--- config.mk ---
export PLATFORM = sky130hd
export DESIGN_NAME = regfile_wb_sched_flat
export DESIGN_NICKNAME = d
export VERILOG_FILES = /design/src/rtl/regfile_wb_sched_if.sv /design/src/rtl/regfile_wb_sched.sv /design/src/flat_wrapper.sv
export SDC_FILE = /design/constraint.sdc
export NUM_CORES = 1
export LEC_CHECK = 0
export CAP_MARGIN = 25
export CORE_ASPECT_RATIO = 0.75
export CORE_MARGIN = 2
export CORE_UTILIZATION = 47
export CTS_BUF_LIST = sky130_fd_sc_hd__clkbuf_4
export CTS_CLUSTER_SIZE = 28
export DETAILED_ROUTE_END_ITERATION = 16
export HOLD_SLACK_MARGIN = 0.05
export PLACE_DENSITY = 0.86
export REMOVE_ABC_BUFFERS = 1
export SLEW_MARGIN = 0
export SYNTH_ARGS = -nofsm -noshare
export SYNTH_HDL_FRONTEND = slang
export SYNTH_SLANG_ARGS = --single-unit
--- constraint.sdc ---
create_clock -name clk -period 3.9 [get_ports clk]
set_input_delay 0.39 -clock clk [delete_from_list [all_inputs] [get_ports clk]]
set_output_delay 0.39 -clock clk [all_outputs]
set_load 0.05 [all_outputs]
--- src/rtl/regfile_wb_sched_if.sv ---
// Writeback bus between the requesters, the scheduler and the register-file write port.
interface regfile_wb_sched_if #(
  parameter int unsigned NREQ = 3
) ();
  logic [NREQ-1:0]    req_valid;
  logic [NREQ-1:0]    req_ready;
  logic [5*NREQ-1:0]  req_regnum;
  logic [32*NREQ-1:0] req_data;
  logic               RegWrite;
  logic [4:0]         WbRegNum;
  logic [31:0]        WbData;

  modport master (
    output req_valid, req_regnum, req_data,
    input  req_ready, RegWrite, WbRegNum, WbData
  );

  modport slave (
    input  req_valid, req_regnum, req_data,
    output req_ready, RegWrite, WbRegNum, WbData
  );
endinterface

--- src/rtl/regfile_wb_sched.sv ---
// Writeback arbiter onto the single register-file write port plus pending-write scoreboard.
// Define WB_FIXED_PRIO_EN for fixed lowest-index priority instead of round robin.
module regfile_wb_sched #(
  parameter int unsigned NREQ = 3
) (
  input  logic               clk,
  input  logic               rst,
  regfile_wb_sched_if.slave  bus,
  input  logic               iss_valid,
  input  logic [4:0]         iss_regnum,
  input  logic [4:0]         rs1_num,
  input  logic [4:0]         rs2_num,
  output logic               rs1_busy,
  output logic               rs2_busy
);

  localparam int unsigned PtrW = $clog2(NREQ);

  logic [PtrW-1:0] gnt_idx;
  logic            gnt_any;
  logic [NREQ-1:0] gnt;
  logic [4:0]      sel_num;
  logic [31:0]     sel_data;

  logic            regwrite_q;
  logic [4:0]      wb_regnum_q;
  logic [31:0]     wb_data_q;
  logic [31:0]     busy_q, busy_d;

`ifdef WB_FIXED_PRIO_EN
  // Scan from the top down so the lowest valid index is the last (winning) assignment.
  always_comb begin
    gnt_idx = '0;
    for (int i = int'(NREQ) - 1; i >= 0; i--) begin
      if (bus.req_valid[i]) begin
        gnt_idx = PtrW'(i);
      end
    end
  end
`else
  logic [PtrW-1:0] ptr_q;

  // Scan offsets from farthest to nearest so the first valid after ptr wins.
  always_comb begin
    int unsigned cand;
    gnt_idx = '0;
    for (int unsigned off = NREQ; off >= 1; off--) begin
      cand = (32'(ptr_q) + off) % NREQ;
      if (bus.req_valid[PtrW'(cand)]) begin
        gnt_idx = PtrW'(cand);
      end
    end
  end

  always_ff @(posedge clk) begin
    if (rst) begin
      ptr_q <= PtrW'(NREQ - 1);
    end else if (gnt_any) begin
      ptr_q <= gnt_idx;
    end
  end
`endif

  always_comb begin
    gnt_any  = |bus.req_valid;
    gnt      = gnt_any ? (NREQ'(1) << gnt_idx) : '0;
    sel_num  = '0;
    sel_data = '0;
    for (int i = 0; i < int'(NREQ); i++) begin
      if (gnt_idx == PtrW'(i)) begin
        sel_num  = bus.req_regnum[5*i +: 5];
        sel_data = bus.req_data[32*i +: 32];
      end
    end
  end

  assign bus.req_ready = gnt;

  // A set from decode overrides a clear from the write port on the same edge.
  always_comb begin
    busy_d = busy_q;
    if (regwrite_q) begin
      busy_d[wb_regnum_q] = 1'b0;
    end
    if (iss_valid) begin
      busy_d[iss_regnum] = 1'b1;
    end
    busy_d[0] = 1'b0;
  end

  always_ff @(posedge clk) begin
    if (rst) begin
      regwrite_q  <= 1'b0;
      wb_regnum_q <= '0;
      wb_data_q   <= '0;
      busy_q      <= '0;
    end else begin
      busy_q <= busy_d;
      if (gnt_any) begin
        // Writes to x0 consume the slot but never reach the register file.
        regwrite_q  <= (sel_num != 5'd0);
        wb_regnum_q <= sel_num;
        wb_data_q   <= sel_data;
      end else begin
        regwrite_q <= 1'b0;
      end
    end
  end

  assign bus.RegWrite = regwrite_q;
  assign bus.WbRegNum = wb_regnum_q;
  assign bus.WbData   = wb_data_q;

  assign rs1_busy = busy_q[rs1_num];
  assign rs2_busy = busy_q[rs2_num];

endmodule

--- src/flat_wrapper.sv ---
// flat-port wrapper written by rule: the top's interface ports become plain ports
module regfile_wb_sched_flat 
#(
  parameter int unsigned NREQ = 3
)
  (clk, rst, iss_valid, iss_regnum, rs1_num, rs2_num, rs1_busy, rs2_busy, bus_req_valid, bus_req_regnum, bus_req_data, bus_req_ready, bus_RegWrite, bus_WbRegNum, bus_WbData);
  regfile_wb_sched_if #(.NREQ(NREQ)) bus_i ();
  input  logic clk;
  input  logic rst;
  input  logic iss_valid;
  input  logic [4:0] iss_regnum;
  input  logic [4:0] rs1_num;
  input  logic [4:0] rs2_num;
  output logic rs1_busy;
  output logic rs2_busy;
  input wire logic [$bits(bus_i.req_valid)-1:0] bus_req_valid;
  input wire logic [$bits(bus_i.req_regnum)-1:0] bus_req_regnum;
  input wire logic [$bits(bus_i.req_data)-1:0] bus_req_data;
  output wire logic [$bits(bus_i.req_ready)-1:0] bus_req_ready;
  output wire logic [$bits(bus_i.RegWrite)-1:0] bus_RegWrite;
  output wire logic [$bits(bus_i.WbRegNum)-1:0] bus_WbRegNum;
  output wire logic [$bits(bus_i.WbData)-1:0] bus_WbData;
  assign bus_i.req_valid = bus_req_valid;
  assign bus_i.req_regnum = bus_req_regnum;
  assign bus_i.req_data = bus_req_data;
  assign bus_req_ready = bus_i.req_ready;
  assign bus_RegWrite = bus_i.RegWrite;
  assign bus_WbRegNum = bus_i.WbRegNum;
  assign bus_WbData = bus_i.WbData;
  regfile_wb_sched #(.NREQ(NREQ)) u_core (.clk(clk), .rst(rst), .bus(bus_i), .iss_valid(iss_valid), .iss_regnum(iss_regnum), .rs1_num(rs1_num), .rs2_num(rs2_num), .rs1_busy(rs1_busy), .rs2_busy(rs2_busy));
endmodule
* Word level (Yosys, flattened, before mapping) *
Index checks and enable logic that the tools add are counted.

cells by class
  equality and inequality tests = 2
  bitwise operators = 4
  muxes and demuxes = 26
  $lt $le $gt $ge = 9
  shift-type cells = 1
  $add $sub $neg = 3
  divide/modulo/power cells = 3
  reduce and logical (&&, ||, !) cells = 6

operators with widths
  kind                                                               number
  2-to-1 mux 32 bit                                                  5
  remainder unit 32 x 2 -> 32 bit, second input constant             3
  AND 32 bit                                                         1
  NOT 32 bit                                                         1
  bitwise OR 32 bit                                                  1
  less-than comparator 5 x 6 -> 1 bit, second input constant         4
  2-to-1 mux 5 bit                                                   3
  binary-select mux 1 bit (select 5 bit)                             2
  demux 1 bit (select 5 bit)                                         2
  greater-or-equal comparator 5 x 1 -> 1 bit, second input constant  2
  less-than comparator 2 x 3 -> 1 bit, second input constant         3
  2-to-1 mux 1 bit                                                   7
  adder 2 x 2 -> 3 bit, second input constant                        2
  binary-select mux 1 bit (select 2 bit)                             3
  2-to-1 mux 2 bit                                                   3
  nonzero test 5 bit                                                 1
  adder 2 x 1 -> 3 bit, second input constant                        1
  2-to-1 mux 3 bit                                                   1
  OR reduction 3 bit                                                 1
  left shift 1 x 2 -> 3 bit, first input constant                    1
  == test 2 x 1 -> 1 bit, second input constant                      1
  == test 2 bit, second input constant                               1
  logical AND 1 bit                                                  2
  logical NOT 2 bit                                                  1
  2 further kinds                                                    2

storage, ports and cells
  input bits = 132
  register bits after elaboration = 72
  output and inout port bits = 43

* Logic depth before layout (Yosys ltp) *
Gate-level depths: netlist of the first run.

  word-level depth = 12
  mapped depth = 10
  depth with buffers taken out = 9

* Least setup slack after synthesis of the first run *
OpenSTA, ideal clock, no wires.

  path type = reg-to-output
  from = register u_core.ptr_q[0]
  to = output bus_req_ready[0]
  stages on the path, launching flop included = 9
  setup slack = 0.672 ns
  arrival = 2.838 ns
  buffers on the path = 2
  required time = 3.510 ns
  cell sequence = dfxtp_1 inv_1 ha_1 nor2b_1 o21ai_1 a2bb2oi_1 buf_2 clkbuf_1 nor3_1

on the way
  word-level cells in the longest chain between the ends = 9

ends and longest elaborated chain
  item                                    RTL line                RTL
  start: declaration                      regfile_wb_sched.sv:41  logic [PtrW-1:0] ptr_q;
  start signal: assignment                regfile_wb_sched.sv:57  ptr_q <= PtrW'(NREQ - 1);
  start signal: assignment                regfile_wb_sched.sv:59  ptr_q <= gnt_idx;
  adder 2 x 2 -> 3 bit                    regfile_wb_sched.sv:48  cand = (32'(ptr_q) + off) % NREQ;
  remainder unit 32 x 2 -> 32 bit         regfile_wb_sched.sv:48
  binary-select mux 1 bit (select 2 bit)  regfile_wb_sched.sv:49  if (bus.req_valid[PtrW'(cand)]) begin
  2-to-1 mux 1 bit (implied by the code)  regfile_wb_sched.sv:49
  2-to-1 mux 2 bit (2 in a row)           regfile_wb_sched.sv:49
  2-to-1 mux 2 bit (*)                    regfile_wb_sched.sv:49
  left shift 1 x 2 -> 3 bit (*)           regfile_wb_sched.sv:66  gnt = gnt_any ? (NREQ'(1) << gnt_idx) : '0;
  2-to-1 mux 3 bit (*)                    regfile_wb_sched.sv:66
  end: declaration                        flat_wrapper.sv:19      output wire logic [$bits(bus_i.req_ready)-1:0] bus_req_ready;

Mark *: on every way between the ends. The rest lies on a longest branch, timed or not. The select of a mux whose other input is x is not followed.

* Worst setup path in the final report of the first run *
  from = input rs1_num[0]
  to = output rs1_busy

on the way
  word-level cells in the longest chain between the ends = 2

ends and longest elaborated chain
  item                                    RTL line                 RTL
  start: declaration                      flat_wrapper.sv:12       input logic [4:0] rs1_num;
  binary-select mux 1 bit (select 5 bit)  regfile_wb_sched.sv:114  assign rs1_busy = busy_q[rs1_num];
  2-to-1 mux 1 bit (implied by the code)  regfile_wb_sched.sv:114
  end: declaration                        flat_wrapper.sv:14       output logic rs1_busy;

Every way passes these cells. The select of a mux whose other input is x is not followed.

==> run metrics, run 1 <==
status=finished clean; critical path cell sequence=clkdlybuf4s50_1, mux4_2, mux4_2, mux2_2, clkdlybuf4s50_1; CTS Hold Bufs=0; Slew @ Worst Pin=about 0.71 ns; Clk pin slew, worst setup/hold paths=around 0.10 ns; Largest delay share family, worst path=buffers and inverters; port bufs=around 170; Hold Slack=between 0.4 and 0.5 ns; Yosys top cell area share=0.361; Leak=~2.1 nW; crit share post-route=0.927; H-tree depth=3; final design utilization=0.732; area post-placement=5750 um2; # resized after CTS=0; crit path kind=primary input to output pin; Arr. time, crit path=about 3.2 ns; Fmax=about 280 MHz; initial core utilization=0.491; VDD IR-drop max=approximately 0.27 mV; fraction of layout cells with a size suffix above 1=0.0891; 1st-pass router iterations=5; Mapped Area=just under 4000 um2; sequential element share of the synthesized area=0.361; synth unique cells=37; cell taking the most area after synthesis=dfxtp_1; Worst setup EP type=output pin; CTS tree=done; antenna violations before repair=0; Primary FF master, synth=dfxtp_1; CP Launch Type=primary input; Root Buffer=clkbuf_4; Synth warnings=0; Worst R2R Path Depth=9; # clock sinks=71; worst r2r dst=u_core.bus.RegWrite$_SDFF_PP0_; P&R area growth vs syn=48.9%; Final Hold Vio Count=0; CP startpoint=rs1_num[0]; CTS Buffer Depth=2; final worst path period need=3.62 ns; Post-synth EDFFs=0; Mapped Avg Cell Area=around 8.9 um2; max cap viols=0; first-pass GRT wire length=~21,000 um; vias per cell=roughly 5.9; drt wl/cell=approximately 19 um; pins over their slew limit=0; flop-to-flop setup slack=roughly 1.3 ns; worst r2r src=u_core.ptr_q[0]$_SDFFE_PP0P_; Final setup viols=0; Die Wd=roughly 110 um; Critical path buffers and inverters=2; RSZ-0062 raised after global routing=false; Required @ worst endpoint=approximately 3.5 ns; Die Y=roughly 83 um; total congestion overflow=0; worst skew pair latency=0.42 ns; clock skew=~0.014 ns; Post-DRT Antenna Nets=0; ys async rst share=0; DIE AREA=a little over 9000 um2; DRC viols=0; Crit. path cell count=5; Tot GR Track Use=0.297; fill count=between 500 and 600; Design Area, Final=between 5000 and 6000 um2; Vias=4,202; Final GP Congestion=0.983; ANT cells=0; Reg area=approximately 1400 um2; most frequent cells in the layout=clkdlybuf4s50_1 (174), dfxtp_1 (71), a21oi_1 (59); max incr delay on CP=approximately 0.79 ns; CTS Buf Count=9; Worst path slowest cell=clkdlybuf4s50_1; Post-CTS Setup Inserts=0; crit-path max FO=9; area of the multi-input gates=around 2400 um2; crit path to=rs1_busy; Slew headroom=0.522; drt first-iter violations=~380; commonest non-fill, non-tap cell in the layout=clkdlybuf4s50_1; min-delay worst type=flop to flop; num rows=28; pwr dens=around 360 nW/um2; core area=8020 um2; vias in the first global route=4,271; Yosys reg bits=71; ranking of synthesized cells by area=dfxtp_1 (36%), mux4_2 (10%), mux2i_1 (9.1%); IO Pins=about 180; Post-Syn Instances=between 400 and 500; nets=737; largest net degree at the start of global routing=56; Detailed Place HPWL=around 10,000 um; final WL=~13,000 um
==> per-layer routing <==
| layer | share of wire | global-route usage |
|---|---|---|
| met1 | 0.39 | 0.356 |
| met2 | 0.49 | 0.496 |
| met3 | 0.079 | 0.0730 |
| met4 | 0.036 | 0.136 |
| met5 | 0 | 0 |
==> synth_stat cells, types with 3 or more instances <==
cell type	n
mux4_2	18
and3b_1	3
nor3b_1	4
nand3b_1	6
a21oi_1	59
and3_1	3
nand2_1	52
ha_1	4
nor2b_1	4
nor2_1	34
mux2i_1	36
dfxtp_1	71
or3b_2	3
o21ai_0	44
buf_2	9
a22o_1	37
clkbuf_1	22
mux2_2	5
nor3_1	6
==> where the power goes <==
part | total [mW] | switching [mW] | internal [mW]
Sequential | 0.842 | 0.0543 | 0.788
Combinational | 0.872 | 0.489 | 0.383
Clock | 0.408 | 0.278 | 0.130
Total | 2.12 | 0.821 | 1.30
==> cell type report <==
cell class	instances	share of cell area
inverters	3	0.00192
clock buffers	9	0.0115
multi-input cells	335	0.408
repair buffers	181	0.305
flip-flops and latches	71	0.242
clock inverters	7	0.00831
well taps	105	0.0224
==> through the flow <==
step	setup TNS [ns]	worst slack [ns]	cells	total power, mW
2_1_floorplan	-62.71	-2.41	409	1.36
3_3_place_gp	0	0.324	694	1.70
3_5_place_dp	0	0.262	694	1.72
4_1_cts	0	0.259	710	2.12
5_1_grt	0	0.143	711	2.20
6_report	0	0.283	711	2.12
==> registers in the layout (all words and copies together), names as in the netlist <==
name / cells
u_core.bus.WbData: 32
u_core.busy_q: 31
u_core.bus.WbRegNum: 5
u_core.ptr_q: 2
u_core.bus.RegWrite: 1
==> cells by family (layout without fill, tap and decap cells) <==
logic type	after synthesis	in the layout	share of synthesized area
buffers and inverters	36	200	0.0390
AOI/OAI and AO/OA	150	150	0.233
and+or+nand+nor	121	121	0.142
muxes	60	60	0.212
adders and majority gates	4	4	0.0127
DFF	71	71	0.361
==> worst min path at each step <==
stage                                               endpoint                               start  depth (start not counted)  slack, ns
after detailed placement   u_core.bus.WbData[4]$_SDFFE_PP0P_   u_core.bus.WbData[4]$_SDFFE_PP0P_                          1       0.46
after global placement     u_core.bus.WbData[4]$_SDFFE_PP0P_   u_core.bus.WbData[4]$_SDFFE_PP0P_                          1       0.46
after CTS                 u_core.bus.WbData[19]$_SDFFE_PP0P_  u_core.bus.WbData[19]$_SDFFE_PP0P_                          1       0.50
final                      u_core.bus.WbData[3]$_SDFFE_PP0P_   u_core.bus.WbData[3]$_SDFFE_PP0P_                          1       0.49
after floorplan                  u_core.busy_q[3]$_SDFF_PP0_         u_core.busy_q[3]$_SDFF_PP0_                          2       0.45
after global routing      u_core.bus.WbData[21]$_SDFFE_PP0P_  u_core.bus.WbData[21]$_SDFFE_PP0P_                          1       0.51
Power figures use the tool's default switching activity.
==> inputs of run 2 (changes only) <==
- CORE_UTILIZATION: 47 -> 46
- PLACE_DENSITY: 0.86 -> 0.84
==> run metrics, run 2 (synthesis gave the netlist of run 1 again) <==
status=finished clean (unchanged); # resized after CTS=0 (unchanged); total congestion overflow=0 (unchanged); initial core utilization=0.470 (was 0.491); Final GP Congestion=0.990 (was 0.983); Hold Slack=0.491 ns (was 0.493 ns); Final Hold Vio Count=0 (unchanged); DIE AREA=9340 um2 (was 9140 um2); pwr dens=379 nW/um2 (was 362 nW/um2); Vias=4,125 (was 4,202); Arr. time, crit path=3.27 ns (was 3.23 ns); crit share post-route=0.937 (was 0.927); Tot GR Track Use=0.269 (was 0.297); drt wl/cell=17.7 um (was 19.0 um); CP startpoint=rs1_num[0] (unchanged); num rows=29 (was 28); antenna violations before repair=0 (unchanged); max reg flops=32 (unchanged); P&R area growth vs syn=50.0% (was 48.9%); RSZ-0062 raised after global routing=false (unchanged); ANT cells=0 (unchanged); port bufs=174 (unchanged); Met3 Routed Length=1230 um (was 1060 um); fill count=652 (was 578); Final setup viols=0 (unchanged); CTS Hold Bufs=0 (unchanged); CTS Buffer Depth=2 (unchanged); worst r2r src=u_core.ptr_q[0]$_SDFFE_PP0P_ (unchanged); DRC viols=0 (unchanged); Post-DRT Antenna Nets=0 (unchanged); Detailed Place HPWL=9390 um (was 10,300 um); max cap viols=0 (unchanged); nets=736 (was 737); worst skew pair latency=0.42 ns (about the same); most frequent cells in the layout=clkdlybuf4s50_1 (174), dfxtp_1 (71), a21oi_1 (59) (unchanged); Die Wd=111 um (was 110 um); Required @ worst endpoint=3.51 ns (about the same); M1 WL=5060 um (was 5300 um); Root Buffer=clkbuf_4 (unchanged); drt first-iter violations=401 (was 383); clock skew=0.0169 ns (was 0.0140 ns); crit-path max FO=9 (unchanged); Worst setup EP type=output pin (unchanged); Leak=2.17 nW (was 2.14 nW); Die Y=84.2 um (was 83.3 um); largest net degree at the start of global routing=56 (unchanged); DR WL met2=6090 um (was 6630 um); Fmax=274 MHz (was 276 MHz); Clk pin slew, worst setup/hold paths=0.11 ns (was 0.10 ns); Slew @ Worst Pin=1.20 ns (was 0.714 ns); final design utilization=0.705 (was 0.732); core area=8380 um2 (was 8020 um2); vias per cell=5.79 (was 5.91); first-pass GRT wire length=20,300 um (was 21,200 um); VDD IR-drop max=0.203 mV (was 0.268 mV); final worst path period need=3.66 ns (was 3.62 ns); 1st-pass router iterations=5 (unchanged); fraction of layout cells with a size suffix above 1=0.0893 (was 0.0891); Post-CTS Setup Inserts=0 (unchanged); final WL=12,600 um (was 13,500 um); top sig layer=met4 (unchanged); # clock sinks=71 (unchanged); H-tree depth=3 (unchanged); CTS Buf Count=9 (unchanged); Slew headroom=0.201 (was 0.522); CTS tree=done (unchanged); worst hold start=u_core.bus.WbData[26]$_SDFFE_PP0P_ (was u_core.bus.WbData[3]$_SDFFE_PP0P_); commonest non-fill, non-tap cell in the layout=clkdlybuf4s50_1 (unchanged); vias in the first global route=4,103 (was 4,271); crit path kind=primary input to output pin (unchanged); CP Launch Type=primary input (unchanged); IO Pins=175 (unchanged); pins over their slew limit=0 (unchanged); min-delay worst type=flop to flop (unchanged)
-- run 2: final cells by class --
type                            count  area, um2  area share
Multi-Input combinational cell    335       2400       0.406
Tap cell                          108        135      0.0229
Inverter                            3       11.3     0.00190
Sequential cell                    71       1420       0.240
Timing Repair Buffer              180       1790       0.302
Clock buffer                       10       75.1      0.0127
Clock inverter                      6       85.1      0.0144
-- run 2: per-layer routing --
| layer | GRT usage | up-vias |
|---|---|---|
| li1 | - | 1949 |
| met3 | 0.0751 | 28 |
| met2 | 0.471 | 218 |
| met4 | 0.0818 | 0 |
| met5 | 0 | - |
| met1 | 0.327 | 1930 |
-- run 2: path summary, 6_finish.rpt --
check,end,slack (ns),cells past startpoint
min reg2reg,u_core.bus.WbData[26]$_SDFFE_PP0P_,0.49,1
max,rs1_busy,0.24,5
max reg2reg,u_core.bus.RegWrite$_SDFF_PP0_,1.02,9
min,u_core.bus.WbData[26]$_SDFFE_PP0P_,0.49,1
-- run 2: power breakdown --
| group | total, mW | internal, mW | switching, mW | leakage (nW) |
|---|---|---|---|---|
| clock | 0.536 | 0.265 | 0.271 | 0.0824 |
| sequential | 0.842 | 0.788 | 0.0539 | 0.583 |
| combinational | 0.864 | 0.382 | 0.482 | 1.50 |
-- run 2: metrics by stage --
step	setup TNS, ns	instances	setup slack [ns]	area, um2	power, mW
6_report	0	713	0.245	5910	2.24
5_1_grt	0	713	0.148	5910	2.34
4_1_cts	0	713	0.200	5910	2.24
3_5_place_dp	0	697	0.203	5750	1.72
3_3_place_gp	0	697	0.308	5750	1.70
2_1_floorplan	-62.71	409	-2.41	3800	1.36
-- run 2: critical path, cell delays in order --
cell and delay, ns:
clkdlybuf4s50_1 0.81, mux4_2 0.58, mux4_2 0.46, mux2_2 0.29, clkdlybuf4s50_1 0.73
